### src/rtl/imm_gen_pipe_pkg.sv
// Shared definitions for the ID-stage immediate generator: opcodes, format
// codes and the occupancy encoding of the two-entry output buffer.
package imm_gen_pipe_pkg;

  localparam logic [6:0] OP_LOAD     = 7'b0000011;
  localparam logic [6:0] OP_MISC_MEM = 7'b0001111;
  localparam logic [6:0] OP_IMM      = 7'b0010011;
  localparam logic [6:0] OP_AUIPC    = 7'b0010111;
  localparam logic [6:0] OP_IMM_32   = 7'b0011011;
  localparam logic [6:0] OP_STORE    = 7'b0100011;
  localparam logic [6:0] OP_OP       = 7'b0110011;
  localparam logic [6:0] OP_LUI      = 7'b0110111;
  localparam logic [6:0] OP_32       = 7'b0111011;
  localparam logic [6:0] OP_BRANCH   = 7'b1100011;
  localparam logic [6:0] OP_JALR     = 7'b1100111;
  localparam logic [6:0] OP_JAL      = 7'b1101111;
  localparam logic [6:0] OP_SYSTEM   = 7'b1110011;

  typedef enum logic [2:0] {
    FMT_R   = 3'd0,
    FMT_I   = 3'd1,
    FMT_S   = 3'd2,
    FMT_B   = 3'd3,
    FMT_U   = 3'd4,
    FMT_J   = 3'd5,
    FMT_Z   = 3'd6,
    FMT_INV = 3'd7
  } fmt_e;

  typedef enum logic [1:0] {
    SK_EMPTY = 2'd0,
    SK_ONE   = 2'd1,
    SK_TWO   = 2'd2
  } skid_e;

endpackage

### src/rtl/imm_gen_pipe_decode.sv
// Combinational RV32/RV64 immediate decoder: format class, sign-extended
// immediate and illegal flag straight from the instruction word.
module imm_decode
  import imm_gen_pipe_pkg::*;
#(
  parameter int XLEN = 32
) (
  input  logic [31:0]     instr,
  output logic [XLEN-1:0] imm,
  output fmt_e            fmt,
  output logic            illegal
);

  logic [31:0] imm32;
  logic        unused_funct3;

  // funct3[1:0] never affects the immediate or format
  assign unused_funct3 = ^instr[13:12];

  always_comb begin
    fmt   = FMT_INV;
    imm32 = '0;
    case (instr[6:0])
      OP_LOAD, OP_MISC_MEM, OP_IMM, OP_JALR: fmt = FMT_I;
      OP_IMM_32: fmt = (XLEN == 64) ? FMT_I : FMT_INV;
      OP_STORE:  fmt = FMT_S;
      OP_BRANCH: fmt = FMT_B;
      OP_LUI, OP_AUIPC: fmt = FMT_U;
      OP_JAL:    fmt = FMT_J;
      OP_OP:     fmt = FMT_R;
      OP_32:     fmt = (XLEN == 64) ? FMT_R : FMT_INV;
      OP_SYSTEM: fmt = instr[14] ? FMT_Z : FMT_I;
      default:   fmt = FMT_INV;
    endcase
    if (instr[1:0] != 2'b11) fmt = FMT_INV;

    case (fmt)
      FMT_I:   imm32 = {{20{instr[31]}}, instr[31:20]};
      FMT_S:   imm32 = {{20{instr[31]}}, instr[31:25], instr[11:7]};
      FMT_B:   imm32 = {{20{instr[31]}}, instr[7], instr[30:25], instr[11:8], 1'b0};
      FMT_U:   imm32 = {instr[31:12], 12'b0};
      FMT_J:   imm32 = {{12{instr[31]}}, instr[19:12], instr[20], instr[30:21], 1'b0};
      FMT_Z:   imm32 = {27'b0, instr[19:15]};
      default: imm32 = '0;
    endcase
  end

  assign illegal = (fmt == FMT_INV);

  // zimm has bit 31 clear, so widening every format by bit 31 is safe
  if (XLEN == 64) begin : g_x64
    assign imm = {{32{imm32[31]}}, imm32};
  end else begin : g_x32
    assign imm = imm32;
  end

endmodule

### src/rtl/imm_gen_pipe.sv
// ID-stage immediate generator: decode at the input, then a 1- or 2-entry
// valid/ready buffer of decoded fields, flush, and a saturating illegal counter.
module imm_gen_pipe
  import imm_gen_pipe_pkg::*;
#(
  parameter int XLEN  = 32,
  parameter int SKID  = 1,
  parameter int CNT_W = 16
) (
  input  logic             clk,
  input  logic             rst_n,
  input  logic             flush,
  input  logic             in_valid,
  output logic             in_ready,
  input  logic [31:0]      in_instr,
  input  logic [XLEN-1:0]  in_pc,
  output logic             out_valid,
  input  logic             out_ready,
  output logic [XLEN-1:0]  out_imm,
  output logic [2:0]       out_fmt,
  output logic [XLEN-1:0]  out_pc,
  output logic             out_illegal,
  output logic [CNT_W-1:0] illegal_count
);

  logic [XLEN-1:0]  dec_imm;
  fmt_e             dec_fmt;
  logic             dec_ill;

  skid_e            st_q, st_d;
  logic [XLEN-1:0]  m_imm_q, m_imm_d, m_pc_q, m_pc_d;
  logic [XLEN-1:0]  s_imm_q, s_imm_d, s_pc_q, s_pc_d;
  fmt_e             m_fmt_q, m_fmt_d, s_fmt_q, s_fmt_d;
  logic             m_ill_q, m_ill_d, s_ill_q, s_ill_d;
  logic [CNT_W-1:0] cnt_q, cnt_d;
  logic             acc, pop;

  imm_decode #(.XLEN(XLEN)) u_dec (
    .instr   (in_instr),
    .imm     (dec_imm),
    .fmt     (dec_fmt),
    .illegal (dec_ill)
  );

  assign out_valid = (st_q != SK_EMPTY);

  if (SKID != 0) begin : g_skid
    assign in_ready = (st_q != SK_TWO);
  end else begin : g_noskid
    assign in_ready = !out_valid || out_ready;
  end

  assign acc = in_valid && in_ready && !flush;
  assign pop = out_valid && out_ready;

  always_comb begin
    st_d    = st_q;
    m_imm_d = m_imm_q;
    m_fmt_d = m_fmt_q;
    m_ill_d = m_ill_q;
    m_pc_d  = m_pc_q;
    s_imm_d = s_imm_q;
    s_fmt_d = s_fmt_q;
    s_ill_d = s_ill_q;
    s_pc_d  = s_pc_q;
    cnt_d   = cnt_q;

    if (flush) begin
      st_d = SK_EMPTY;
    end else begin
      case (st_q)
        SK_EMPTY: if (acc) begin
          st_d = SK_ONE;
          {m_imm_d, m_fmt_d, m_ill_d, m_pc_d} = {dec_imm, dec_fmt, dec_ill, in_pc};
        end
        SK_ONE: if (acc && pop) begin
          {m_imm_d, m_fmt_d, m_ill_d, m_pc_d} = {dec_imm, dec_fmt, dec_ill, in_pc};
        end else if (acc) begin
          // only reachable with SKID=1; SKID=0 accepts here only alongside a pop
          st_d = SK_TWO;
          {s_imm_d, s_fmt_d, s_ill_d, s_pc_d} = {dec_imm, dec_fmt, dec_ill, in_pc};
        end else if (pop) begin
          st_d = SK_EMPTY;
        end
        SK_TWO: if (pop) begin
          st_d = SK_ONE;
          {m_imm_d, m_fmt_d, m_ill_d, m_pc_d} = {s_imm_q, s_fmt_q, s_ill_q, s_pc_q};
        end
        default: st_d = SK_EMPTY;
      endcase
    end

    if (acc && dec_ill && (cnt_q != '1)) cnt_d = cnt_q + CNT_W'(1);
  end

  always_ff @(posedge clk or negedge rst_n) begin
    if (!rst_n) begin
      st_q    <= SK_EMPTY;
      m_imm_q <= '0;
      m_fmt_q <= FMT_R;
      m_ill_q <= 1'b0;
      m_pc_q  <= '0;
      s_imm_q <= '0;
      s_fmt_q <= FMT_R;
      s_ill_q <= 1'b0;
      s_pc_q  <= '0;
      cnt_q   <= '0;
    end else begin
      st_q    <= st_d;
      m_imm_q <= m_imm_d;
      m_fmt_q <= m_fmt_d;
      m_ill_q <= m_ill_d;
      m_pc_q  <= m_pc_d;
      s_imm_q <= s_imm_d;
      s_fmt_q <= s_fmt_d;
      s_ill_q <= s_ill_d;
      s_pc_q  <= s_pc_d;
      cnt_q   <= cnt_d;
    end
  end

  assign out_imm       = m_imm_q;
  assign out_fmt       = m_fmt_q;
  assign out_pc        = m_pc_q;
  assign out_illegal   = m_ill_q;
  assign illegal_count = cnt_q;

endmodule

### config.mk
export PLATFORM = sky130hd
export DESIGN_NAME = imm_gen_pipe
export DESIGN_NICKNAME = d
export VERILOG_FILES = /design/src/rtl/imm_gen_pipe_pkg.sv /design/src/rtl/imm_gen_pipe_decode.sv /design/src/rtl/imm_gen_pipe.sv
export SDC_FILE = /design/constraint.sdc
export NUM_CORES = 1
export LEC_CHECK = 0
export ABC_AREA = 1
export CAP_MARGIN = 20
export CORE_MARGIN = 2
export CORE_UTILIZATION = 53
export DETAILED_ROUTE_END_ITERATION = 8
export PLACE_DENSITY = 0.81
export SYNTH_ARGS = -nofsm -noshare
export SYNTH_HDL_FRONTEND = slang
export SYNTH_HIERARCHICAL = 1
export SYNTH_SLANG_ARGS = --single-unit
### constraint.sdc
create_clock -name clk -period 1.8 [get_ports clk]
set_input_delay 0.36 -clock clk [delete_from_list [all_inputs] [get_ports clk]]
set_output_delay 0.36 -clock clk [all_outputs]
set_load 0.1 [all_outputs]
==> results_dict.tcl <==
set metrics [dict create \
    std_cell_rows 44 \
    layout_cell_share_with_drive_strength_beyond_1_pct 22.8 \
    yosysSeqAreaShare_pct 48.1 \
    residual_drc_count 0 \
    timing.critical_path.fanout_max 7 \
    hold_path.class "input pin to asynchronous set/reset pin" \
    cts_tree "yes" \
    ioPinCount 155 \
    worst_slew_margin_rel_pct 70.1 \
    wl_um 25100 \
    insertion_delay_of_the_later_clocked_pin_in_the_worst_skew_pair_ps 430 \
    post_synthesis_cells 1073 \
    synth.ff_latch_count 154 \
    synth-compound-area-share_pct 11.3 \
    report.power.total_mw 16.6 \
    grt_max_degree 50 \
    wire_per_inst_um 17.3 \
    ys.flop_type "dfrtp_1" \
    timing.reg2reg.setup_slack_ps 40 \
    crit_path_end "out_imm[16]" \
    synth_top_family_by_area "simple AND/OR/NAND/NOR gates" \
    fill_cells 861 \
    vdd.ir_drop.worst_mv 0.831 \
    run_status "finished, final reports clean" \
    drt_pre_antenna_iters 7 \
    synthToLayoutAreaGrowth_pct 48.8 \
    postPlaceCellArea_mm2 0.0110 \
    crit-reg2reg-launch "st_q[1]" \
    placed_wire_length_estimate_after_detailed_placement_um 14800 \
    gp_routability_congestion 1.00 \
    worst_path_largest_cell_delay_ps 210 \
    initial_detailed_routing_violation_count 986 \
    total_of_buffers_placed_on_input_and_output_ports 154 \
    clock-skew-final_ps 4.90 \
    synth_simple_gate_area_share_pct 30.8 \
    synth_cell_types 30 \
    static-leakage-power_nw 6.01 \
    timing.final.setup_violations 0 \
    final_net_count 1325 \
    cts_buffer_depth 2 \
    worst_setup_path_start "in_instr[6]" \
    worstPathCellList "clkbuf_2, inv_2, buf_4, nor2_4, nand2_4, nand2_4, nor2_4, a21oi_4, nand4_4, buf_12, nand3_2, nand2_1, o21ai_2, nand3_2, nand2_1" \
    ys_top_cells_by_count "nand2_1 (384), dfrtp_1 (154), o21ai_0 (145)" \
    die_area_mm2 0.0161 \
    p_per_area_mw_per_mm2 1390 \
    synth_edf_count 0 \
    core_area_mm2 0.0146 \
    async_flop_share_pct 100 \
    yosys.area_share.xor_xnor_pct 0.874 \
    post_synth.cell_area_avg_um2 7.47 \
    ys.warnings.count 6 \
    worst_ep_required_time_ps 2170 \
    worst-setup-path-type "input pin to flop" \
    ff2ff_path_depth 7 \
    detail-route-antenna-nets 0 \
    netlist.area_leader.share_pct 48.1 \
    cts-root-buf "clkbuf_16" \
    grt_antenna_before_repair 0 \
    synth_area_leader_cell "dfrtp_1" \
    critical_path.reg2reg.endpoint "s_imm_q[31]" \
    first_global_vias 7691 \
    initial_utilization_pct 54.8 \
    synth_nets 1143 \
    fin_crit_sh_pct 99.5 \
    post_drt_via_cell_ratio 5.71 \
    max_cap_violations 0 \
    synth_most_common_cell "nand2_1" \
    path_clk_slew_ps 60 \
    die_w_um 127 \
    timing.setup.tns_ps 0 \
    grt_overflow_total 0 \
    ctsHtreeMaxLevel 4 \
    post_synth_fa_ha_maj_area_fraction_pct 0.156 \
    critPathCaptureType "flop" \
    diodes 0 \
    cell_area_synth_mm2 0.00802 \
    timing.critical_path.arrival_ps 2160 \
    cp-start-kind "input pin" \
    crit_slowest_cell "a21oi_4" \
    grt.total_usage_pct 29.9 \
    postLayoutCellArea_mm2 0.0119 \
    grt_first_pass_wirelength_um 38300 \
    period_needed_ps 1790 \
    synth_top_cells_by_area "dfrtp_1 (48%), nand2_1 (18%), o21ai_0 (9.1%), nand3_1 (6.2%), inv_1 (5.0%)" \
    clock-sinks 154 \
    final-hold-violation-count 0 \
    finish.utilization_pct 81.5 \
    max_freq_mhz 559 \
    timing_max_transition_violations_final 0 \
    tightestPinTransition_ps 449 \
    die_height_um 127 \
    numCtsBuffers 17 \
    synth_mux_area_share_pct 0 \
    num_vias 8292 \
]
==> where the power goes <==
| group | switching (mW) | leakage [nW] | internal (mW) | total, mW |
|---|---|---|---|---|
| registers | 0.793 | 1.97 | 4.44 | 5.23 |
| logic | 4.89 | 3.72 | 2.51 | 7.40 |
| clock network | 1.45 | 0.316 | 2.53 | 3.98 |
| total | 7.13 | 6.01 | 9.48 | 16.6 |
==> final cells by class <==
cell class	instances	area [µm²]	share of cell area (%)
multi-input cells	746	3640	30.5
well taps	184	230	1.93
clock buffers	20	457	3.83
inverters	115	433	3.63
clock inverters	12	194	1.63
repair buffers	221	3100	26.0
flip-flops and latches	154	3880	32.5
==> worst min path at each step <==
stage,to
3_3_place_gp,out_imm[11]
3_5_place_dp,out_imm[13]
2_1_floorplan,illegal_count[10]
4_1_cts,out_imm[13]
6_report,out_imm[13]
5_1_grt,out_imm[8]
==> sequential cells by signal (all words and copies together) (netlist names) <==
name	cells
illegal_count	16
out_fmt	3
out_illegal	1
out_imm	32
out_pc	32
s_fmt_q	3
s_ill_q	1
s_imm_q	32
s_pc_q	32
st_q	2
==> timing repair <==
item,4_1_cts,5_1_grt
setup buffers,2,10
pin swaps,14,17
setup endpoints to repair,68,61
hold buffers,1,0
endpoints found under the hold margin,38,0
gates cloned,4,0
resized for setup,33,38
==> cells in the final DEF (no fill, tap or decap), types with 7 or more instances in the layout <==
cell / netlist / final
clkbuf_2: 0 / 7
nand3_2: 21 / 23
clkdlybuf4s50_1: 0 / 59
a211oi_1: 12 / 11
a21oi_1: 10 / 10
inv_1: 106 / 100
dfrtp_2: 0 / 14
buf_4: 2 / 49
inv_2: 6 / 13
clkbuf_16: 0 / 17
nor2_2: 5 / 9
buf_12: 0 / 98
nand2_2: 7 / 12
nand2_1: 384 / 376
dfrtp_1: 154 / 138
o21ai_0: 145 / 135
nand3_1: 100 / 97
nor2_1: 36 / 28
==> per-layer routing <==
metal  vias to the layer above  part of all wire [%]  track usage (%)
li1                       3781                     -                -
met1                      3880                    39             39.3
met2                       538                    49             50.0
met3                        93                   8.4             4.90
met4                         0                   3.6             12.1
met5                         -                     0                0
==> through the flow <==
step	instances	hold WS [ps]	worst slack (ps)
2_1_floorplan	1073	64.4	-12.3
3_3_place_gp	1403	319	-684
3_5_place_dp	1403	319	-801
4_1_cts	1442	426	1.18
5_1_grt	1452	463	-143
6_report	1452	418	9.68
==> worst max-delay path, delay by kind of cell <==
| family | cells | cell delay, ps |
|---|---|---|
| buffers and inverters | 4 | 480 |
| AND/OR/NAND/NOR | 9 | 1010 |
| AO/OA/AOI/OAI | 2 | 300 |
==> cell families (layout without fill, tap and decap cells) <==
| logic type | count (synthesis) | count (layout) |
|---|---|---|
| xor gates and xnor gates | 8 | 8 |
| adders and majority gates | 1 | 1 |
| AOI/OAI and AO/OA | 171 | 171 |
| DFF | 154 | 154 |
| and+or+nand+nor | 565 | 566 |
| buffers and inverters | 174 | 368 |
(Power assumes the default switching activity.)
